===== config.mk =====
export PLATFORM = sky130hd
export DESIGN_NAME = voice_allocator
export DESIGN_NICKNAME = d
export VERILOG_FILES = /design/src/rtl/synth_pkg.sv /design/src/rtl/voice_allocator_voice_match.sv /design/src/rtl/voice_allocator.sv
export SDC_FILE = /design/constraint.sdc
export NUM_CORES = 1
export LEC_CHECK = 0
export CAP_MARGIN = 20
export CORE_UTILIZATION = 30
export CTS_CLUSTER_DIAMETER = 100
export CTS_CLUSTER_SIZE = 10
export DETAILED_ROUTE_END_ITERATION = 8
export MAX_ROUTING_LAYER = met4
export PLACE_DENSITY = 0.53
export SYNTH_ARGS = -nofsm -noshare
export SYNTH_HDL_FRONTEND = slang
export SYNTH_SLANG_ARGS = --single-unit

===== constraint.sdc =====
create_clock -name clock -period 2.5 [get_ports clock]
set_input_delay 0.75 -clock clock [delete_from_list [all_inputs] [get_ports clock]]
set_output_delay 0.75 -clock clock [all_outputs]
set_load 0.01 [all_outputs]

===== src/rtl/synth_pkg.sv =====
// synth_pkg
// Shared definitions for the voice allocator: note-code width, the PS/2
// prefix bytes, the prefix-FSM state type and the fixed scan-code to
// note-code map.
package synth_pkg;

    localparam int NOTE_W = 5;

    localparam logic [7:0] SC_BREAK = 8'hF0;
    localparam logic [7:0] SC_EXT   = 8'hE0;

    typedef enum logic [1:0] {
        IDLE    = 2'd0,
        BRK     = 2'd1,
        EXT     = 2'd2,
        EXT_BRK = 2'd3
    } state_t;

    // Unmapped scan codes return 0, which means "no note".
    function automatic logic [NOTE_W-1:0] scan_to_note(input logic [7:0] sc);
        logic [NOTE_W-1:0] n;
        case (sc)
            8'h1A:   n = 5'd1;
            8'h1B:   n = 5'd2;
            8'h22:   n = 5'd3;
            8'h23:   n = 5'd4;
            8'h21:   n = 5'd5;
            8'h2A:   n = 5'd6;
            8'h34:   n = 5'd7;
            8'h32:   n = 5'd8;
            8'h33:   n = 5'd9;
            8'h31:   n = 5'd10;
            8'h3B:   n = 5'd11;
            8'h3A:   n = 5'd12;
            8'h15:   n = 5'd13;
            8'h1E:   n = 5'd14;
            8'h1D:   n = 5'd15;
            8'h26:   n = 5'd16;
            8'h24:   n = 5'd17;
            8'h2D:   n = 5'd18;
            8'h2E:   n = 5'd19;
            8'h2C:   n = 5'd20;
            8'h36:   n = 5'd21;
            8'h35:   n = 5'd22;
            8'h3D:   n = 5'd23;
            8'h3C:   n = 5'd24;
            8'h43:   n = 5'd25;
            default: n = 5'd0;
        endcase
        return n;
    endfunction

endpackage


===== src/rtl/voice_allocator_voice_match.sv =====
// voice_match
// Purely combinational voice lookup.
//   notes_i    : packed note codes, voice i in bits [5i+4:5i]
//   active_i   : per-voice active flags
//   note_i     : note being searched for
//   hit_o      : some active voice holds note_i
//   hit_idx_o  : index of that voice
//   free_o     : at least one voice is inactive
//   free_idx_o : lowest-index inactive voice
module voice_match
    import synth_pkg::*;
#(
    parameter int NUM_VOICES = 4,
    parameter int IDX_W      = (NUM_VOICES > 1) ? $clog2(NUM_VOICES) : 1
) (
    input  logic [NUM_VOICES*NOTE_W-1:0] notes_i,
    input  logic [NUM_VOICES-1:0]        active_i,
    input  logic [NOTE_W-1:0]            note_i,
    output logic                         hit_o,
    output logic [IDX_W-1:0]             hit_idx_o,
    output logic                         free_o,
    output logic [IDX_W-1:0]             free_idx_o
);

    always_comb begin
        hit_o      = 1'b0;
        hit_idx_o  = '0;
        free_o     = 1'b0;
        free_idx_o = '0;
        // Scan from the top down so the lowest matching index is the last
        // one written and therefore wins.
        for (int i = NUM_VOICES - 1; i >= 0; i--) begin
            if (active_i[i] && (notes_i[i*NOTE_W +: NOTE_W] == note_i)) begin
                hit_o     = 1'b1;
                hit_idx_o = IDX_W'(i);
            end
            if (!active_i[i]) begin
                free_o     = 1'b1;
                free_idx_o = IDX_W'(i);
            end
        end
    end

endmodule


===== src/rtl/voice_allocator.sv =====
// voice_allocator
// Polyphonic voice allocator. Decodes PS/2 make/break byte sequences,
// maps keys to note codes and assigns held notes to voices, stealing
// round-robin when every voice is busy.
//   clock          : system clock
//   reset          : asynchronous active-high reset
//   data_in        : received scan-code byte
//   data_in_enable : one-cycle strobe qualifying data_in
//   voice_note     : note code per voice, voice i in bits [5i+4:5i]
//   voice_active   : voice i is holding a pressed key
//   voice_trigger  : one-cycle pulse when voice i takes a new note
//   steal          : one-cycle pulse when an active voice was evicted
module voice_allocator
    import synth_pkg::*;
#(
    parameter int NUM_VOICES = 4
) (
    input  logic                         clock,
    input  logic                         reset,
    input  logic [7:0]                   data_in,
    input  logic                         data_in_enable,
    output logic [NUM_VOICES*NOTE_W-1:0] voice_note,
    output logic [NUM_VOICES-1:0]        voice_active,
    output logic [NUM_VOICES-1:0]        voice_trigger,
    output logic                         steal
);

    localparam int IDX_W = (NUM_VOICES > 1) ? $clog2(NUM_VOICES) : 1;
    localparam logic [IDX_W-1:0] LAST_IDX = IDX_W'(NUM_VOICES - 1);

    state_t                        state_q;
    logic [IDX_W-1:0]              steal_ptr_q;
    logic [NUM_VOICES*NOTE_W-1:0]  note_q;
    logic [NUM_VOICES-1:0]         active_q;
    logic [NUM_VOICES-1:0]         trigger_q;
    logic                          steal_q;

    logic [NOTE_W-1:0] byte_note;
    logic              hit;
    logic [IDX_W-1:0]  hit_idx;
    logic              free;
    logic [IDX_W-1:0]  free_idx;

    assign byte_note = scan_to_note(data_in);

    voice_match #(
        .NUM_VOICES (NUM_VOICES),
        .IDX_W      (IDX_W)
    ) u_match (
        .notes_i    (note_q),
        .active_i   (active_q),
        .note_i     (byte_note),
        .hit_o      (hit),
        .hit_idx_o  (hit_idx),
        .free_o     (free),
        .free_idx_o (free_idx)
    );

    always_ff @(posedge clock or posedge reset) begin
        if (reset) begin
            state_q     <= IDLE;
            steal_ptr_q <= '0;
            note_q      <= '0;
            active_q    <= '0;
            trigger_q   <= '0;
            steal_q     <= 1'b0;
        end else begin
            trigger_q <= '0;
            steal_q   <= 1'b0;
            if (data_in_enable) begin
                case (state_q)
                    IDLE: begin
                        if (data_in == SC_BREAK) begin
                            state_q <= BRK;
                        end else if (data_in == SC_EXT) begin
                            state_q <= EXT;
                        end else if ((byte_note != '0) && !hit) begin
                            // A hit means typematic repeat of a held key.
                            if (free) begin
                                note_q[free_idx*NOTE_W +: NOTE_W] <= byte_note;
                                active_q[free_idx]  <= 1'b1;
                                trigger_q[free_idx] <= 1'b1;
                            end else begin
                                note_q[steal_ptr_q*NOTE_W +: NOTE_W] <= byte_note;
                                trigger_q[steal_ptr_q] <= 1'b1;
                                steal_q     <= 1'b1;
                                steal_ptr_q <= (steal_ptr_q == LAST_IDX) ? '0
                                                                         : steal_ptr_q + 1'b1;
                            end
                        end
                    end
                    BRK: begin
                        // The note code is kept so the release envelope can use it.
                        if ((byte_note != '0) && hit) begin
                            active_q[hit_idx] <= 1'b0;
                        end
                        state_q <= IDLE;
                    end
                    EXT: begin
                        state_q <= (data_in == SC_BREAK) ? EXT_BRK : IDLE;
                    end
                    EXT_BRK: begin
                        state_q <= IDLE;
                    end
                    default: begin
                        state_q <= IDLE;
                    end
                endcase
            end
        end
    end

    assign voice_note    = note_q;
    assign voice_active  = active_q;
    assign voice_trigger = trigger_q;
    assign steal         = steal_q;

endmodule


[Word-level counts from Yosys, hierarchy flattened]
Cells that the tools add are included.
Cells by class
  $add $sub $neg: 3
  multipliers: 2
  magnitude comparators: 6
  eq/ne operators: 41
  shift operators: 4
  mux-type cells: 49
  bitwise operators: 6
  reductions and logical operators: 18
Operators with widths (count)
  8-bit by 6-bit == test with 1-bit output, second input constant: 19
  5-bit one-hot mux with 25 select lines: 1
  5-bit negation with 34-bit output: 2
  5-bit by 34-bit variable shift with 20-bit output, first input constant: 2
  5-bit by 34-bit variable part select with 20-bit output: 2
  4-bit two-way mux: 11
  20-bit bitwise mux: 2
  8-bit by 5-bit == test with 1-bit output, second input constant: 5
  2-bit two-way mux: 12
  5-bit == test: 4
  20-bit two-way mux: 1
  1-bit two-way mux: 17
  8-bit == test, second input constant: 2
  2-bit by 3-bit multiplier with 5-bit output, second input constant: 2
  2-bit != test, second input constant: 5
  1-bit logical AND: 9
  2-bit by 3-bit < comparator with 1-bit output, second input constant: 3
  8-bit by 7-bit == test with 1-bit output, second input constant: 1
  4-bit one-hot mux with 2 select lines: 1
  7-bit AND reduction: 1
  1-bit demux with 2-bit select: 3
  2-bit == test, second input constant: 3
  2-bit by 1-bit >= comparator with 1-bit output, second input constant: 3
  2-bit one-hot mux with 3 select lines: 1
  15 further kinds: 17
Word-level totals
  bits in registers: 33
  bits of input ports: 11

[Longest topological paths before layout]
Gate-level depths: netlist of the first run.
  word-level depth: 16
  mapped depth: 13

[By module]
A second synthesis of the first run with hierarchy kept.
Second synthesis, totals
  cell total of the unflattened synthesis: 296
  area total of the unflattened synthesis: 2561.2 um2
Modules (own cells, without submodules)
  voice_allocator: times used 1, cells an instance 257, area an instance 2244.7 um2, sequential area each 825.8 um2
  voice_match: times used 1, cells an instance 39, area an instance 316.6 um2, sequential area each 0.0 um2

[Worst setup path before layout of the first run]
No wires, ideal clock.
  path kind: input to register
  start: input port data_in[3]
  end: register active_q[3], in the netlist voice_active[3]
  library setup time: 0.134 ns
  data arrival time: 3.421 ns
  path slack: -1.055 ns
  stages on the path: 12
  path buffers: 2
  cell sequence: buf_2 > buf_2 > or2_2 > a211oi_1 > nor3_1 > xor2_1 > nand3b_1 > a2111oi_4 > nor4b_1 > mux2_4 > o41ai_1 > o21ai_1
On the way
  longest elaborated chain between the ends: 16
  elaborated cells on any way between the ends: 62
Ends and longest elaborated chain
  start, declared: line voice_allocator.sv:20  | input logic [7:0] data_in,
  8-bit by 7-bit == test with 1-bit output, or another cell as far along: line synth_pkg.sv:22  | case (sc)
  5-bit one-hot mux with 25 select lines: line synth_pkg.sv:22
  5-bit == test: line voice_allocator_voice_match.sv:33  | if (active_i[i] && (notes_i[i*NOTE_W +: NOTE_W] == note_i)) begin
  1-bit logical AND: line voice_allocator_voice_match.sv:33
  2-bit two-way mux (4 in series): line voice_allocator_voice_match.sv:33
  2-bit by 3-bit < comparator with 1-bit output (not written as such) or 2-bit by 1-bit >= comparator with 1-bit output (tied branches): line voice_allocator.sv:95  | active_q[hit_idx] <= 1'b0;
  1-bit logical AND (not written as such): line voice_allocator.sv:95
  1-bit two-way mux (not written as such): line voice_allocator.sv:95
  1-bit demux with 2-bit select: line voice_allocator.sv:95
  4-bit NOT (no source line)
  4-bit bitwise AND (no source line)
  4-bit two-way mux: line voice_allocator.sv:94  | if ((byte_note != '0) && hit) begin
  4-bit one-hot mux with 2 select lines: line voice_allocator.sv:71  | case (state_q)
  end signal, assigned: line voice_allocator.sv:64  | active_q <= '0;
  end signal, assigned by index: line voice_allocator.sv:81  | active_q[free_idx] <= 1'b1;
  end signal, assigned by index: line voice_allocator.sv:95
  end, declared: line voice_allocator.sv:34  | logic [NUM_VOICES-1:0] active_q;
Several ways; a longest one is shown, not always the timed one. The select of a mux whose other input is x is not followed.
A chain may end at the register's enable or synchronous reset.

[Worst setup path in the final report of the first run]
  start: input port data_in[1]
  end: register note_q[18], in the netlist voice_note[18]
On the way
  longest elaborated chain between the ends: 11
  elaborated cells on any way between the ends: 51
Ends and longest elaborated chain
  8-bit by 7-bit == test with 1-bit output, or another cell as far along: line synth_pkg.sv:22
  5-bit one-hot mux with 25 select lines: line synth_pkg.sv:22
  5-bit == test: line voice_allocator_voice_match.sv:33
  1-bit logical AND: line voice_allocator_voice_match.sv:33
  1-bit two-way mux (4 in series): line voice_allocator_voice_match.sv:33
  1-bit zero test: line voice_allocator.sv:77  | end else if ((byte_note != '0) && !hit) begin
  1-bit logical AND: line voice_allocator.sv:77
  5-bit AND reduction (no source line)
  end signal, assigned by index: line voice_allocator.sv:80  | note_q[free_idx*NOTE_W +: NOTE_W] <= byte_note;
  end signal, assigned by index: line voice_allocator.sv:84  | note_q[steal_ptr_q*NOTE_W +: NOTE_W] <= byte_note;
  end, declared: line voice_allocator.sv:33  | logic [NUM_VOICES*NOTE_W-1:0] note_q;
Several ways; a longest one is shown, not always the timed one.

==> out/qor.yml, run 1 <==
min_path:
  holdPathStages: 1
  holdPathEnd: "state_q[0]"
  worstHoldStart: "state_q[0]"
  hold_class: "register to register"
logic_synthesis:
  synth_edf_count: 0
  yosysWarningCount: 0
  async_flop_share_pct: 100.0
  synth_area_mm2: 0.002739
  avgSynthCellArea_um2: 9.099
  yosysUniqueCellTypes: 62
  ys.flop_type: "dfrtp_1"
  synth-seq-cells: 33
  synth_fp_nets: 323
  synth_cells: 301
  seq_area_frac_synth_pct: 30.15
sta:
  fin_hold_ws_ns: 0.5602
  rsz0062_at_grt: "true"
  clock.fmax_ghz: 0.3018
  setup_viol: 31
  final.setup_skew_ns: 0.009808
  finalCritPeriodShare_pct: 132.5
  hold_violations: 0
  layout_min_cycle_time_ns: 3.314
  tightestPinTransition_ns: 0.6316
  setup_slack_ns: -0.8137
  slew_viol_final: 0
  max_slew_margin_pct: 57.34
cts:
  clk_pin_slew_worst_paths_ns: 0.07
  clock_path_buffers: 2
  cts_buffers: 5
  clk-insertion-delay-late_ns: 0.29
  cts_sinks: 33
  htree_levels: 2
  cts_tree: "done"
  clockRootBuffer: "clkbuf_8"
worst_setup_path:
  path_common_cell: "buf_4"
  cp_top_family: "simple AND/OR/NAND/NOR gates"
  reg2reg_depth: 7
  crit_path_max_fanout: 6
  r2r_end: "voice_note[18]"
  cpPeakStageDelay_ns: 0.38
  start_kind: "input pin"
  crit_buf_inv: 5
  r2r-start: "voice_note[9]"
  worstPathArrival_ns: 3.49
  worstSetupEndpointType: "register"
  required_ns: 2.67
  path_class: "input pin to register"
  worst_path_max_delay_cell: "a2111oi_4"
  crit_chain: "buf_6 -> buf_6 -> buf_4 -> nand2b_4 -> buf_4 -> a211oi_4 -> a2111oi_4 -> buf_4 -> xnor2_1 -> nor2_1 -> and4_4 -> nor3_4 -> nand3_4 -> a21oi_4 -> mux2_4"
  r2r_setup_slack_ns: 0.15
layout:
  fillCellCount: 819
  antenna_cells: 0
  final_core_util_pct: 51.50
  multiInputGateArea_mm2: 0.002225
  area_delta_synth_final_pct: 64.78
  drive_above_1_share_pct: 44.78
  final-seq-area_um2: 825.8
  fin_nets: 452
routing:
  drc: 0
  drtAntennaViolNets: 0
  drt_iter0_drc: 87
  wl_met2_um: 4028
  wirelength_um: 8460
  vias: 2745
  routed_via_density: 5.093
  wl_met1_um: 4068
  routed.top_layer: "met4"
  wl_per_cell_um: 15.70
  first_pass_iters: 4
  dr_wl_met3_um: 241
floorplan:
  pin_count: 40
  dieHeight_um: 97.55
  coreArea_mm2: 0.008763
  dieWidth_um: 97.55
  num_rows: 34
  dieArea_mm2: 0.009516
  initial_core_util_pct: 31.25
global_route:
  grt_pass1_wl_um: 14260
  antenna_found_initial: 0
  grt_use_total_pct: 18.90
  grt_max_degree: 34
  grt_overflow: 0
  grt_pass1_vias: 2859
flow_run:
  max_cap_viol_count: 0
pwr:
  p_per_area_mw_per_mm2: 289.4
  p_leak_nw: 1.953
  peakVddDrop_uv: 236.4
run_status:
  status: "complete, but fails checks"
  failed_checks: "negative setup slack"
placement:
  dp_hpwl_um: 6256
  io_buffers: 39
  gp_congestion: 0.9226
per-layer routing:
metal,global-route usage (%),vias to the layer above
met5,-,-
met4,5.430,0
met3,2.446,14
met2,30.29,64
met1,24.99,1332
li1,-,1335
where the power goes:
group / internal (mW) / switching [mW]
Sequential: 0.535 / 0.00305
Clock: 0.192 / 0.217
Combinational: 0.181 / 0.178
Total: 0.908 / 0.398
stage by stage:
step                cell area (um2)  std cells  power [mW]  setup slack (ns)  setup TNS, ns
floorplan                      2988        301      0.7216           -0.8515         -23.25
global placement               3928        504      0.8447            -1.771         -49.10
global route                   4513        539       1.374           -0.9395         -26.02
detailed placement             3928        504      0.8466            -1.755         -49.24
finish                         4513        539       1.306           -0.8137         -22.54
CTS                            4337        531       1.290           -0.8502         -23.84
what timing repair did:
| action | 4_1_cts | 5_1_grt |
|---|---|---|
| hold buffers | 0 | 0 |
| endpoints found under the setup margin | 33 | 31 |
| pin swaps | 21 | 22 |
| cloned | 1 | 1 |
| resized for setup | 88 | 35 |
| setup buffers | 18 | 10 |
final cells by class:
cell class,instances,area share [%]
clock buffers,5,1.525
inverters,13,1.109
multi-input cells,243,49.29
clock inverters,3,0.3881
well taps,108,2.994
repair buffers,134,26.39
flip-flops and latches,33,18.30
cells by family after synthesis:
kind of cell | share of synthesized area [%]
AND/OR/NAND/NOR | 29.51
flip-flops | 30.15
AO/OA/AOI/OAI | 13.89
buffers and inverters | 4.385
adder cells (fa/ha/maj) | 5.025
XOR/XNOR | 6.396
multiplexers | 10.64
worst max path at each step:
stage	startpoint	to	slack, ns	cells past startpoint
after floorplan	data_in[0]	voice_active[3]	-0.85	10
after global placement	data_in[2]	voice_active[2]	-1.77	13
after detailed placement	data_in[2]	voice_active[2]	-1.75	13
after CTS	data_in[4]	voice_active[2]	-0.85	13
after global routing	data_in[0]	voice_active[2]	-0.94	14
final	data_in[1]	voice_note[18]	-0.81	15
flip-flops by register name, summed over array words and instances, names as in the netlist:
signal / count
voice_note: 20
voice_active: 4
voice_trigger: 4
state_q: 2
steal_ptr_q: 2
steal: 1
cells in the final DEF (no fill, tap or decap), types with 6 or more instances in the layout:
cell / Yosys / final
nor3_1: 7 / 6
buf_4: 3 / 76
nand2_1: 37 / 37
dfrtp_1: 33 / 33
xor2_1: 8 / 7
nand3b_1: 8 / 8
ha_1: 11 / 11
clkdlybuf4s50_1: 0 / 31
buf_6: 1 / 20
nor2_1: 33 / 30
mux2_4: 1 / 21
xnor2_1: 12 / 6
inv_1: 12 / 10
nand2b_1: 9 / 6
Yosys cell counts, types with 6 or more instances:
| cell type | n | share of area [%] |
|---|---|---|
| a21oi_1 | 9 | 1.6 |
| buf_2 | 6 | 1.1 |
| dfrtp_1 | 33 | 30 |
| ha_1 | 11 | 5.0 |
| inv_1 | 12 | 1.6 |
| mux2_2 | 16 | 6.6 |
| nand2_1 | 37 | 5.1 |
| nand2b_1 | 9 | 2.1 |
| nand3b_1 | 8 | 2.2 |
| nor2_1 | 33 | 4.5 |
| nor3_1 | 7 | 1.3 |
| xnor2_1 | 12 | 3.8 |
| xor2_1 | 8 | 2.6 |
Note: power is estimated with default switching activity, not from simulation.
==> inputs of run 2 (changes only) <==
- CORE_MARGIN: unset -> 5
==> run 2 against run 1 <==
Effect of this change: the flow still finishes with violations (negative setup slack); combinational power about the same; clock skew increased by 0.0037 ns; largest power group unchanged; worst hold slack got worse by 0.0083 ns; via count decreased by 1.0%; count of clock-buffer cells in the layout increased by 1; utilization decreased by 0.48 points; non-clock buffer count increased by 1; die area increased by 17%.
==> out/qor.yml, run 2 (synthesized netlist as in run 1, its figures left out) <==
run_status:
  status: "complete, but fails checks"  # unchanged
  failed_checks: "negative setup slack"  # unchanged
pwr:
  peakVddDrop_uv: 172.1  # was 236.4 uV
  p_int_mw: 0.9317  # was 0.9081 mW
  p_leak_nw: 1.917  # was 1.953 nW
  switching_share_pct: 29.48  # was 30.47%
  power_switching_mw: 0.3896  # was 0.3981 mW
  power.clock.fraction_pct: 32.3  # was 31.4%
  p_per_area_mw_per_mm2: 294.1  # was 289.4 mW/mm2
  p_comb_share_pct: 27.0  # was 27.5%
  p_seq_share_pct: 40.7  # was 41.2%
  fin_total_pwr_mw: 1.321  # was 1.306 mW
placement:
  dp.cells: 503  # was 504
  gp_congestion: 0.8555  # was 0.9226
  postPlaceCellArea_mm2: 0.003908  # was 0.003928 mm2
  pre_cts_slack_ns: -1.644  # was -1.755 ns
  io_buffers: 39  # unchanged
  dp_hpwl_um: 6331  # was 6256 um
sta:
  setup_slack_ns: -0.8414  # was -0.8137 ns
  clock.fmax_ghz: 0.2993  # was 0.3018 GHz
  final.setup_skew_ns: 0.01349  # was 0.009808 ns
  rsz0062_at_grt: "true"  # unchanged
  fin_hold_ws_ns: 0.5519  # was 0.5602 ns
  finalCritPeriodShare_pct: 133.7  # was 132.5%
  tns_ns: -23.78  # was -22.54 ns
  max_slew_margin_pct: 69.60  # was 57.34%
  slew_viol_final: 0  # unchanged
  hold_violations: 0  # unchanged
  tightestPinTransition_ns: 0.4526  # was 0.6316 ns
  setup_viol: 31  # unchanged
  layout_min_cycle_time_ns: 3.341  # was 3.314 ns
worst_setup_path:
  r2r_setup_slack_ns: 0.21  # was 0.15 ns
  crit_buf_inv: 4  # was 5
  worstPathArrival_ns: 3.51  # was 3.49 ns
  reg2reg_depth: 7  # unchanged
  r2r_end: "voice_active[2]"  # was voice_note[18]
  r2r-start: "voice_note[9]"  # unchanged
  path_class: "input pin to register"  # unchanged
  crit_chain: "buf_8 -> buf_4 -> or4bb_4 -> a31oi_4 -> buf_6 -> nand2b_4 -> o311ai_4 -> a2111oi_4 -> buf_4 -> nor4b_4 -> mux2_4 -> nor4bb_1 -> o22ai_1"  # was buf_6 -> buf_6 -> buf_4 -> nand2b_4 -> buf_4 -> a211oi_4 -> a2111oi_4 -> buf_4 -> xnor2_1 -> nor2_1 -> and4_4 -> nor3_4 -> nand3_4 -> a21oi_4 -> mux2_4
  cp_top_family: "simple AND/OR/NAND/NOR gates"  # unchanged
  crit_path_max_fanout: 6  # unchanged
  worst_path_max_delay_cell: "or4bb_4"  # was a2111oi_4
  start_kind: "input pin"  # unchanged
  worstSetupEndpointType: "register"  # unchanged
  path_common_cell: "buf_4"  # unchanged
  worstSetupPathDepth: 13  # was 15
  required_ns: 2.67  # about the same
  cpPeakStageDelay_ns: 0.53  # was 0.38 ns
routing:
  wirelength_um: 8713  # was 8460 um
  vias: 2717  # was 2745
  first_pass_iters: 4  # unchanged
  drt_iter0_drc: 107  # was 87
  wl_per_cell_um: 16.17  # was 15.70 um
  drtAntennaViolNets: 0  # unchanged
  routed_via_density: 5.041  # was 5.093
  drc: 0  # unchanged
floorplan:
  dieArea_mm2: 0.01114  # was 0.009516 mm2
  dieHeight_um: 105.6  # was 97.55 um
  coreArea_mm2: 0.008806  # was 0.008763 mm2
  dieWidth_um: 105.6  # was 97.55 um
  initial_core_util_pct: 31.10  # was 31.25%
  num_rows: 34  # unchanged
  pin_count: 40  # unchanged
layout:
  most-common-layout-cells: "76 x buf_4, 37 x nand2_1, 33 x dfrtp_1"  # unchanged
  final_core_util_pct: 51.02  # was 51.50%
  final_common_cell: "buf_4"  # unchanged
  fin_area_mm2: 0.004493  # was 0.004513 mm2
  largest_reg_flops: 20  # unchanged
  fin_nets: 453  # was 452
  area_delta_synth_final_pct: 64.05  # was 64.78%
  drive_above_1_share_pct: 44.08  # was 44.78%
  layout.cells.non_filler: 539  # unchanged
  antenna_cells: 0  # unchanged
cts:
  clk-insertion-delay-late_ns: 0.29  # about the same
  cts_sinks: 33  # unchanged
  cts_tree: "done"  # unchanged
  clk_pin_slew_worst_paths_ns: 0.07  # about the same
  htree_levels: 2  # unchanged
  ctsHoldBuffers: 0  # unchanged
  clock_path_buffers: 2  # unchanged
  cts_buffers: 5  # unchanged
  clockRootBuffer: "clkbuf_8"  # unchanged
global_route:
  grt_max_degree: 34  # unchanged
  antenna_found_initial: 0  # unchanged
  grt_use_total_pct: 16.47  # was 18.90%
  grt_overflow: 0  # unchanged
  grt_pass1_wl_um: 14450  # was 14260 um
  grt_pass1_vias: 2791  # was 2859
min_path:
  hold_class: "register to register"  # unchanged
  holdPathEnd: "state_q[1]"  # was state_q[0]
  holdPathStages: 1  # unchanged
  worstHoldStart: "state_q[0]"  # unchanged
flow_run:
  max_cap_viol_count: 0  # unchanged
[run 2: changes by cell type in the layout (fill, tap and decap cells not counted), sizes merged]
| cell | change |
|---|---|
| clkbuf | +1 |
| buf | +1 |
| clkinv | -2 |
[run 2: final cells by class]
| class | instances | area [um2] |
|---|---|---|
| clock buffers | 6 | 82.58 |
| clock inverters | 1 | 7.507 |
| fillers | 793 | 4313 |
| inverters | 13 | 55.05 |
| multi-input cells | 243 | 2183 |
| flip-flops and latches | 33 | 825.8 |
| well taps | 108 | 135.1 |
| repair buffers | 135 | 1204 |
[run 2: how the worst max path moves through the flow]
stage,startpoint,end,slack [ns]
finish,data_in[3],voice_active[2],-0.84
global route,data_in[3],voice_note[11],-0.90
CTS,data_in[6],voice_active[2],-0.84
detailed placement,data_in[5],voice_note[6],-1.64
global placement,data_in[5],voice_note[8],-1.60
floorplan,data_in[0],voice_active[3],-0.85
[run 2: worst reg2reg max path: stages (launching register included)]
cell and delay [ns]:
dfrtp_1 0.49, o311ai_4 0.36, a2111oi_4 0.12, buf_4 0.16, nor4b_4 0.29, mux2_4 0.38
nor4bb_1 0.28, o22ai_1 0.11
[run 2: what timing repair did]
item / in CTS / in global routing
endpoints found under the setup margin: 33 / 31
pin swaps: 30 / 20
buffers inserted: 21 / 8
resized for setup: 102 / 16
gates cloned: 4 / 0
[run 2: layer usage]
metal,vias up,track usage [%],wire length (um)
li1,1336,-,-
met1,1307,21.22,4106
met2,60,27.32,4234
met3,14,2.567,270
met4,0,3.793,102
met5,-,-,0
[run 2: power by group through the flow]
| stage | logic [mW] | registers [mW] | clock network (mW) |
|---|---|---|---|
| floorplan | 0.174 | 0.547 | 0 |
| global placement | 0.296 | 0.548 | 0 |
| detailed placement | 0.296 | 0.548 | 0 |
| CTS | 0.342 | 0.537 | 0.439 |
| global route | 0.386 | 0.538 | 0.464 |
| finish | 0.357 | 0.537 | 0.427 |
